<file path="config.mk">
export PLATFORM = sky130hd
export DESIGN_NAME = bank_write_arbiter
export DESIGN_NICKNAME = d
export VERILOG_FILES = /design/src/rtl/bank_write_arbiter_pkg.sv /design/src/rtl/wr_fifo.sv /design/src/rtl/bank_write_arbiter.sv
export SDC_FILE = /design/constraint.sdc
export NUM_CORES = 1
export LEC_CHECK = 0
export CORE_MARGIN = 2
export CORE_UTILIZATION = 30
export CTS_BUF_LIST = sky130_fd_sc_hd__clkbuf_4
export CTS_CLUSTER_SIZE = 20
export DETAILED_ROUTE_END_ITERATION = 12
export PLACE_DENSITY_LB_ADDON = 0.25
export SYNTH_ARGS = -nofsm -noshare
export SYNTH_HDL_FRONTEND = slang
export SYNTH_SLANG_ARGS = --single-unit
</file>
<file path="constraint.sdc">
create_clock -name clk -period 10.2 [get_ports clk]
set_input_delay 2.04 -clock clk [delete_from_list [all_inputs] [get_ports clk]]
set_output_delay 2.04 -clock clk [all_outputs]
set_load 0.1 [all_outputs]
</file>
<file path="src/rtl/bank_write_arbiter_pkg.sv">
// ============================================================================
// Module      : bank_write_arbiter_pkg
// Description : Shared widths, write-beat type and defaults for the bank
//               write arbiter.
// Revision    : 1.0 - initial release
// ============================================================================
`default_nettype none

package bank_write_arbiter_pkg;

    localparam int DATA_W             = 64;
    localparam int ADDR_W             = 9;
    localparam int MASK_W             = 8;
    localparam int FIFO_DEPTH_DEFAULT = 4;

    typedef struct packed {
        logic [DATA_W-1:0] data;
        logic [ADDR_W-1:0] address;
        logic [MASK_W-1:0] mask;
    } wr_beat_t;

    localparam int BEAT_W = $bits(wr_beat_t);

    typedef enum logic [1:0] {
        GNT_NONE = 2'd0,
        GNT_E    = 2'd1,
        GNT_O    = 2'd2,
        GNT_LIT  = 2'd3
    } grant_e;

endpackage

`default_nettype wire

</file>
<file path="src/rtl/wr_fifo.sv">
// ============================================================================
// Module      : wr_fifo
// Description : Synchronous FIFO with occupancy count and same-cycle push/pop;
//               a push into a full FIFO is taken only if it pops that cycle.
// Revision    : 1.0 - initial release
// ============================================================================
`default_nettype none

module wr_fifo #(
    parameter int DEPTH = 4,
    parameter int WIDTH = 8,
    parameter int CNT_W = $clog2(DEPTH) + 1
) (
    input  logic             clk,
    input  logic             rst,
    input  logic             i_push,
    input  logic [WIDTH-1:0] i_push_data,
    input  logic             i_pop,
    output logic [WIDTH-1:0] o_pop_data,
    output logic [CNT_W-1:0] o_count,
    output logic             o_full,
    output logic             o_empty,
    output logic             o_push_ok,
    output logic             o_drop
);

    localparam int AW = $clog2(DEPTH);

    logic [WIDTH-1:0] r_mem [DEPTH];
    logic [AW-1:0]    r_wr_ptr;
    logic [AW-1:0]    r_rd_ptr;
    logic [CNT_W-1:0] r_count;
    logic             w_pop_ok;

    assign o_full     = (r_count == CNT_W'(DEPTH));
    assign o_empty    = (r_count == '0);
    assign w_pop_ok   = i_pop & ~o_empty;
    assign o_push_ok  = i_push & (~o_full | w_pop_ok);
    assign o_drop     = i_push & o_full & ~w_pop_ok;
    assign o_pop_data = r_mem[r_rd_ptr];
    assign o_count    = r_count;

    always_ff @(posedge clk) begin
        if (rst) begin
            r_wr_ptr <= '0;
            r_rd_ptr <= '0;
            r_count  <= '0;
        end else begin
            if (o_push_ok) r_wr_ptr <= r_wr_ptr + AW'(1);
            if (w_pop_ok)  r_rd_ptr <= r_rd_ptr + AW'(1);
            r_count <= r_count + CNT_W'(o_push_ok) - CNT_W'(w_pop_ok);
        end
    end

    // Storage carries no reset; pointers alone define validity.
    always_ff @(posedge clk) begin
        if (o_push_ok) r_mem[r_wr_ptr] <= i_push_data;
    end

endmodule

`default_nettype wire

</file>
<file path="src/rtl/bank_write_arbiter.sv">
// ============================================================================
// Module      : bank_write_arbiter
// Description : Merges two copy-result streams and a literal write stream onto
//               one registered RAM bank write port. Optional grant counters
//               are enabled by BANK_WRITE_ARBITER_STATS_EN.
// Revision    : 1.0 - initial release
// ============================================================================
`default_nettype none

module bank_write_arbiter
    import bank_write_arbiter_pkg::*;
#(
    parameter logic [3:0] BLOCKNUM   = 4'd0,
    parameter int         FIFO_DEPTH = FIFO_DEPTH_DEFAULT
) (
    input  logic              clk,
    input  logic              rst,
    input  logic              clean_busy_in,
    input  logic              lit_valid_in,
    output logic              lit_ready_out,
    input  logic [DATA_W-1:0] lit_data_in,
    input  logic [ADDR_W-1:0] lit_address_in,
    input  logic [MASK_W-1:0] lit_mask_in,
    input  logic              even_valid_in,
    input  logic [DATA_W-1:0] even_data_in,
    input  logic [MASK_W-1:0] even_hit_in,
    input  logic [ADDR_W-1:0] even_address_in,
    input  logic              odd_valid_in,
    input  logic [DATA_W-1:0] odd_data_in,
    input  logic [MASK_W-1:0] odd_hit_in,
    input  logic [ADDR_W-1:0] odd_address_in,
    output logic              wr_valid_out,
    output logic [DATA_W-1:0] wr_data_out,
    output logic [ADDR_W-1:0] wr_address_out,
    output logic [MASK_W-1:0] wr_mask_out,
    output logic              stall_out,
    output logic              overflow_err_out
`ifdef BANK_WRITE_ARBITER_STATS_EN
    ,
    output logic [15:0]       lit_grant_cnt_out,
    output logic [15:0]       copy_grant_cnt_out
`endif
);

    localparam int CNT_W = $clog2(FIFO_DEPTH) + 1;

    if ((FIFO_DEPTH < 4) || ((FIFO_DEPTH & (FIFO_DEPTH - 1)) != 0) ||
        (int'(BLOCKNUM) > 15)) begin : g_bad_cfg
        $error("bank_write_arbiter: FIFO_DEPTH must be a power of two >= 4");
    end

    wr_beat_t         w_e_in, w_o_in, w_e_head, w_o_head;
    logic             w_e_push, w_o_push, w_e_pop, w_o_pop;
    logic             w_e_full, w_o_full, w_e_empty, w_o_empty;
    logic             w_e_push_ok, w_o_push_ok, w_e_drop, w_o_drop;
    logic [CNT_W-1:0] w_e_count, w_o_count, w_e_cnt_nxt, w_o_cnt_nxt;
    grant_e           w_grant;
    logic             w_rr_toggle;
    logic             r_rr;

    // A zero hit mask means nothing to write, so it never occupies a slot.
    assign w_e_push = even_valid_in & (|even_hit_in);
    assign w_o_push = odd_valid_in & (|odd_hit_in);
    assign w_e_in   = '{data: even_data_in, address: even_address_in, mask: even_hit_in};
    assign w_o_in   = '{data: odd_data_in, address: odd_address_in, mask: odd_hit_in};

    wr_fifo #(.DEPTH(FIFO_DEPTH), .WIDTH(BEAT_W), .CNT_W(CNT_W)) u_fifo_e (
        .clk(clk), .rst(rst),
        .i_push(w_e_push), .i_push_data(w_e_in), .i_pop(w_e_pop),
        .o_pop_data(w_e_head), .o_count(w_e_count), .o_full(w_e_full),
        .o_empty(w_e_empty), .o_push_ok(w_e_push_ok), .o_drop(w_e_drop)
    );

    wr_fifo #(.DEPTH(FIFO_DEPTH), .WIDTH(BEAT_W), .CNT_W(CNT_W)) u_fifo_o (
        .clk(clk), .rst(rst),
        .i_push(w_o_push), .i_push_data(w_o_in), .i_pop(w_o_pop),
        .o_pop_data(w_o_head), .o_count(w_o_count), .o_full(w_o_full),
        .o_empty(w_o_empty), .o_push_ok(w_o_push_ok), .o_drop(w_o_drop)
    );

    assign lit_ready_out = ~clean_busy_in & w_e_empty & w_o_empty;

    always_comb begin
        w_grant     = GNT_NONE;
        w_rr_toggle = 1'b0;
        if (!clean_busy_in) begin
            if (!w_e_empty && !w_o_empty) begin
                w_grant     = r_rr ? GNT_O : GNT_E;
                w_rr_toggle = 1'b1;
            end else if (!w_e_empty) begin
                w_grant = GNT_E;
            end else if (!w_o_empty) begin
                w_grant = GNT_O;
            end else if (lit_valid_in) begin
                w_grant = GNT_LIT;
            end
        end
    end

    assign w_e_pop = (w_grant == GNT_E);
    assign w_o_pop = (w_grant == GNT_O);

    // Stall looks at next-cycle occupancy so the two in-flight beats still fit.
    assign w_e_cnt_nxt = w_e_count + CNT_W'(w_e_push_ok) - CNT_W'(w_e_pop);
    assign w_o_cnt_nxt = w_o_count + CNT_W'(w_o_push_ok) - CNT_W'(w_o_pop);

    always_ff @(posedge clk) begin
        if (rst) begin
            r_rr             <= 1'b0;
            wr_valid_out     <= 1'b0;
            wr_data_out      <= '0;
            wr_address_out   <= '0;
            wr_mask_out      <= '0;
            stall_out        <= 1'b0;
            overflow_err_out <= 1'b0;
        end else begin
            if (w_rr_toggle) r_rr <= ~r_rr;
            wr_valid_out <= (w_grant != GNT_NONE);
            case (w_grant)
                GNT_E: begin
                    wr_data_out    <= w_e_head.data;
                    wr_address_out <= w_e_head.address;
                    wr_mask_out    <= w_e_head.mask;
                end
                GNT_O: begin
                    wr_data_out    <= w_o_head.data;
                    wr_address_out <= w_o_head.address;
                    wr_mask_out    <= w_o_head.mask;
                end
                GNT_LIT: begin
                    wr_data_out    <= lit_data_in;
                    wr_address_out <= lit_address_in;
                    wr_mask_out    <= lit_mask_in;
                end
                default: ;
            endcase
            stall_out <= (w_e_cnt_nxt >= CNT_W'(FIFO_DEPTH - 2)) |
                         (w_o_cnt_nxt >= CNT_W'(FIFO_DEPTH - 2));
            if (w_e_drop || w_o_drop) overflow_err_out <= 1'b1;
        end
    end

`ifdef BANK_WRITE_ARBITER_STATS_EN
    logic [15:0] r_lit_cnt, r_copy_cnt;

    always_ff @(posedge clk) begin
        if (rst) begin
            r_lit_cnt  <= '0;
            r_copy_cnt <= '0;
        end else begin
            if (w_grant == GNT_LIT && r_lit_cnt != 16'hFFFF)
                r_lit_cnt <= r_lit_cnt + 16'd1;
            if ((w_grant == GNT_E || w_grant == GNT_O) && r_copy_cnt != 16'hFFFF)
                r_copy_cnt <= r_copy_cnt + 16'd1;
        end
    end

    assign lit_grant_cnt_out  = r_lit_cnt;
    assign copy_grant_cnt_out = r_copy_cnt;
`endif

endmodule

`default_nettype wire

</file>
==> metrics.yaml, run 1 <==
run_status:
  status: "completed"
detailed_routing:
  drtAntennaViolNets: 0
  vias: 16400
  routed_wl_mm: 85.3
  drt_iter0_drc: 1077
  detail_route.wl_per_cell_um: 25.4
  viasPerCell: 4.87
  drc_errors: 0
  first_pass_iters: 5
grt:
  grt_use_met2: 0.275
  antenna_found_initial: 21
  grt_pass1_vias: 17600
  grt_start_max_net_pins: 65
  grt_usage: 0.169
  grt-busiest-layer: "met2"
  gr-total-overflow: 0
  met3_usage: 0.0549
  grt_pass1_wl_mm: 121
  met1_usage: 0.214
place:
  hpwl_mm: 51.6
  pre_cts_slack_ps: 4620
  gp_congestion: 0.730
  portBuffers: 333
  placed_area_um2: 34000
sta:
  finalCriticalPeriod_ps: 5320
  fmax_mhz: 188
  period_share: 0.522
  drv_slew: 0
  setup_viol: 0
  hold_viol: 0
  rsz0062_at_grt: "false"
  tightest_slew_ps: 1270
  max_slew_margin: 0.155
  holdWs_ps: 509
  setup_tns_ps: 0
  worst_slack_ps: 4880
  fin_skew_ps: 88.4
synthesis:
  synth_nets: 1720
  synthArstFlopShare: 0
  synth.ff_latch_count: 751
  synthDistinctLibCells: 43
  synth-edff-count: 648
  ys_seq_area_frac: 0.731
  synth_flop_cell: "edfxtp_1"
  synthCells: 1453
  avgSynthCellArea_um2: 20.3
  syn_area_um2: 29400
  yosysWarnings: 0
clock_tree:
  postCtsHoldBufs: 0
  cts_resized: 0
  h-tree-depth: 4
  numClockSinks: 751
  clkTransAtPathRegs_ps: 70
  numCtsBuffers: 196
  cts_root_buffer: "clkbuf_4"
  tritoncts: "yes"
  clock_path_buffers: 3
  clk_latency_ps: 1060
  post_cts_buffers: 0
floorplanning:
  start_util: 0.304
  rows: 114
  core-area_um2: 97000
  dieArea_um2: 101000
  die_w_um: 317
  pin_count: 334
  dieHeight_um: 317
critical_path:
  start_kind: "primary input"
  slowest_delay_ps: 550
  cp.buffers_inverters: 2
  cp.arrival_ps: 3280
  crit_fanout: 37
  critPathLaunch: "clean_busy_in"
  crit_required_ps: 8160
  r2r-start: "u_fifo_e.o_count[2]$_SDFF_PP0_"
  path_cells: "buf_4 > nor3_1 > buf_4"
  crit_family: "buffers and inverters"
  critPathCaptureType: "output port"
  crit_path_frequent_cell: "buf_4"
  critPathKind: "in -> out"
  cpMaxStageDelayCell: "nor3_1"
power_and_ir_drop:
  cellPowerDensity_nw_per_um2: 271
  cellLeakagePower_nw: 11.9
  vdd_drop_max_v: 0.000192
  finalPower_w: 0.00996
worst_hold_path:
  min_path_type: "reg -> reg"
  worstHoldStart: "wr_mask_out[2]$_SDFFE_PP0P_"
finish:
  layout_common_cells: "648 x edfxtp_1, 326 x clkdlybuf4s50_1, 319 x clkbuf_4"
  final_common_cell: "edfxtp_1"
  drive_above_1_share: 0.338
  area_delta_synth_final_pct: 25.0
  final_nets: 2169
  final_area_um2: 36800
run:
  maxCapViolations: 0
## cell usage after synthesis (all sizes together) (2+ instances only)
master,number,area (µm²)
edfxtp,648,19500
mux4,162,3650
dfxtp,103,2060
nor2,99,372
o21ai,87,447
a221oi,81,1200
a211oi,80,991
clkbuf,54,203
buf,48,335
ha,18,225
inv,10,37.5
and3,8,50.1
xnor2,7,61.3
a21oi,6,41.3
nor3,6,41.3
or4,5,41.3
nand3,4,20.0
o21a,4,30.0
xor2,4,35.0
a22oi,2,15.0
nor4b,2,17.5
o211ai,2,15.0
or2,2,12.5
or3,2,12.5
## state kept, by name (all words and copies together) (netlist names), named ones only
name               count
wr_mask_out            8
wr_data_out           64
r_rr                   1
overflow_err_out       1
u_fifo_o.o_count       3
wr_valid_out           1
u_fifo_e.r_wr_ptr      2
u_fifo_e.r_rd_ptr      2
u_fifo_o.r_wr_ptr      2
wr_address_out         9
stall_out              1
u_fifo_o.r_mem       324
u_fifo_e.r_mem       324
u_fifo_o.r_rd_ptr      2
u_fifo_e.o_count       3
## metal layers
| metal | vias to the layer above | part of all wire |
|---|---|---|
| met2 | 530 | 0.49 |
| met3 | 125 | 0.072 |
| met4 | 26 | 0.019 |
| met1 | 8512 | 0.42 |
| li1 | 7157 | - |
| met5 | - | 0.0020 |
## final timing paths
kind                                          end  slack (ps)  cells past startpoint
hold / removal        wr_mask_out[2]$_SDFFE_PP0P_         510                      2
hold reg to reg       wr_mask_out[2]$_SDFFE_PP0P_         510                      2
setup / recovery                    lit_ready_out        4880                      3
setup reg to reg  u_fifo_o.r_mem[2][10]$_DFFE_PP_        6690                      4
## where the power goes
group | internal, W | total (W) | switching (W)
Combinational | 0.00105 | 0.00327 | 0.00223
Clock | 0.00152 | 0.00275 | 0.00123
Sequential | 0.00370 | 0.00394 | 0.000238
## tightest hold or removal path, cell delays in order (launching register included)
cell and delay [ps]:
dfxtp_1 310, nor2_1 100, a211oi_1 50
## kinds of logic after synthesis
group,after synthesis,share of synthesized area
compound gates,269,0.0950
xor+xnor,11,0.00327
fa+ha+maj,18,0.00765
buf+inv,112,0.0195
flops,751,0.731
mux,162,0.124
simple gates,130,0.0197
## through the flow
| stage | cells | util |
|---|---|---|
| final | 3359 | 0.379 |
| after global routing | 3355 | 0.379 |
| after CTS | 3351 | 0.379 |
| after detailed placement | 2980 | 0.351 |
| after global placement | 2980 | 0.351 |
| after floorplan | 1453 | - |
## final cells by class
type / instances / area, µm²
tap: 1276 / 1600
sequential: 751 / 21500
fill: 9000 / 60200
antenna: 8 / 20.0
multi-input combinational: 590 / 7400
clock buffer: 319 / 2390
inverter: 10 / 37.5
timing repair buffer: 353 / 3470
clock inverter: 52 / 344
Note: power is estimated with default switching activity, not from simulation.
==> run 2: changes to the inputs <==
==> constraint.sdc (replaced) <==
create_clock -name clk -period 4.5 [get_ports clk]
set_input_delay 0.9 -clock clk [delete_from_list [all_inputs] [get_ports clk]]
set_output_delay 0.9 -clock clk [all_outputs]
set_load 0.1 [all_outputs]
==> metrics.yaml, run 2 (same netlist as run 1, synthesis figures left out) <==
detailed_routing:
  vias: 16400  # +0.30%
  routed_wl_mm: 83.5  # -2.0%
  detail_route.wl_per_cell_um: 24.8  # -2.1%
  first_pass_iters: 7  # +2
  drt_iter0_drc: 952  # -12%
  drtAntennaViolNets: 0  # unchanged
  drc_errors: 0  # unchanged
  viasPerCell: 4.88  # +0.21%
place:
  pre_cts_slack_ps: 752  # -3860 ps
  portBuffers: 333  # unchanged
  gp_congestion: 0.731  # +0.14%
  hpwl_mm: 50.9  # -1.3%
  placed_area_um2: 34300  # +0.79%
critical_path:
  critPathCaptureType: "output port"
  start_kind: "flop"
  crit_fanout: 5  # -86%
  cpMaxStageDelayCell: "nor3_1"
  cp.arrival_ps: 3100  # -180 ps
  reg2reg_to: "u_fifo_o.r_mem[2][25]$_DFFE_PP_"
  path_cells: "or3_1 > nor3_1 > buf_4"
  critPathKind: "reg -> out"
  slowest_delay_ps: 740  # +190 ps
  crit_required_ps: 3600  # -4560 ps
  r2r-start: "u_fifo_e.o_count[2]$_SDFF_PP0_"
  ff2ff_setup_slack_ps: 1460  # -5230 ps
  reg2reg_depth: 4  # unchanged
grt:
  grt_start_max_net_pins: 83  # +28%
  grt_pass1_vias: 17500  # -0.64%
  grt_pass1_wl_mm: 119  # -1.5%
  grt_usage: 0.166  # -0.00346
  antenna_found_initial: 31  # +48%
  gr-total-overflow: 0  # unchanged
finish:
  final_nets: 2181  # +0.55%
  reg_top3: "u_fifo_e.r_mem (324), u_fifo_o.r_mem (324), wr_data_out (64)"
  final_area_um2: 37000  # +0.47%
  area_delta_synth_final_pct: 25.6
  final_util: 0.381  # +0.00178
  layout_common_cells: "648 x edfxtp_1, 326 x clkdlybuf4s50_1, 306 x clkbuf_4"
  final_common_cell: "edfxtp_1"
  drive_above_1_share: 0.338  # -0.000488
floorplanning:
  start_util: 0.304  # unchanged
  core-area_um2: 97000  # unchanged
  pin_count: 334  # unchanged
  dieHeight_um: 317  # unchanged
  die_w_um: 317  # unchanged
  rows: 114  # unchanged
  dieArea_um2: 101000  # unchanged
sta:
  rsz0062_at_grt: "false"
  finalCriticalPeriod_ps: 4000
  max_slew_margin: 0.228  # +0.0725
  setup_viol: 0  # unchanged
  worst_slack_ps: 500  # -4380 ps
  period_share: 0.889
  drv_slew: 0  # unchanged
  setup_tns_ps: 0  # unchanged
  fin_skew_ps: 87.2  # -1.16 ps
  fmax_mhz: 250
  tightest_slew_ps: 1160  # -109 ps
  hold_viol: 0  # unchanged
worst_hold_path:
  min_path_cells: 2  # unchanged
  holdPathEnd: "wr_address_out[5]$_SDFFE_PP0P_"
  min_path_type: "in -> reg"
  worstHoldStart: "rst"
run_status:
  status: "completed"
clock_tree:
  numClockSinks: 751  # unchanged
  numCtsBuffers: 197  # +0.51%
  clkTransAtPathRegs_ps: 80  # about the same
  clk_latency_ps: 1060  # about the same
  cts_resized: 0  # unchanged
  clock_path_buffers: 3  # unchanged
  tritoncts: "yes"
  h-tree-depth: 4  # unchanged
  cts_root_buffer: "clkbuf_4"
  post_cts_buffers: 0  # unchanged
  postCtsHoldBufs: 0  # unchanged
run:
  maxCapViolations: 0  # unchanged
power_and_ir_drop:
  cellLeakagePower_nw: 11.9  # +0.47%
  cellPowerDensity_nw_per_um2: 612  # +130%
  finalPower_w: 0.0226  # +130%
  vdd_drop_max_v: 0.000469  # +140%
[run 2: stage by stage]
step	std cells	hold WS, ps
CTS	3354	266
global placement	2991	497
detailed placement	2991	493
global route	3359	340
floorplan	1453	484
finish	3362	406
[run 2: worst max-delay path by stage]
stage	from	endpoint	slack [ps]	depth (start not counted)
floorplan	clean_busy_in	lit_ready_out	230	3
global placement	odd_hit_in[5]	stall_out$_SDFF_PP0_	760	10
detailed placement	odd_hit_in[5]	stall_out$_SDFF_PP0_	750	10
CTS	u_fifo_e.o_count[2]$_SDFF_PP0_	lit_ready_out	320	3
global route	u_fifo_e.o_count[2]$_SDFF_PP0_	lit_ready_out	290	3
finish	u_fifo_e.o_count[2]$_SDFF_PP0_	lit_ready_out	500	3
[run 2: power breakdown]
part	leakage (nW)	internal (W)	switching (W)
clock network	1.56	0.00327	0.00284
logic	3.54	0.00250	0.00523
registers	6.80	0.00838	0.000422
[run 2: layer usage]
layer,GRT usage,vias up,part of all wire
li1,-,7168,-
met1,0.208,8502,0.41
met2,0.267,522,0.49
met3,0.0584,161,0.078
met4,0.0559,46,0.020
met5,0,-,0.0035
[run 2: layout make-up]
cell class | count | area [µm²]
well taps | 1276 | 1600
clock buffers | 306 | 2300
clock inverters | 57 | 344
multi-input cells | 590 | 7400
diodes | 8 | 20.0
repair buffers | 364 | 3740
inverters | 10 | 37.5
fillers | 8983 | 60000
flip-flops and latches | 751 | 21500
[run 2: critical path, delay by kind of cell, from the launching register on]
kind	cells	cell delay (ps)
buf+inv	1	430
simple gates	2	1280
flops	1	370
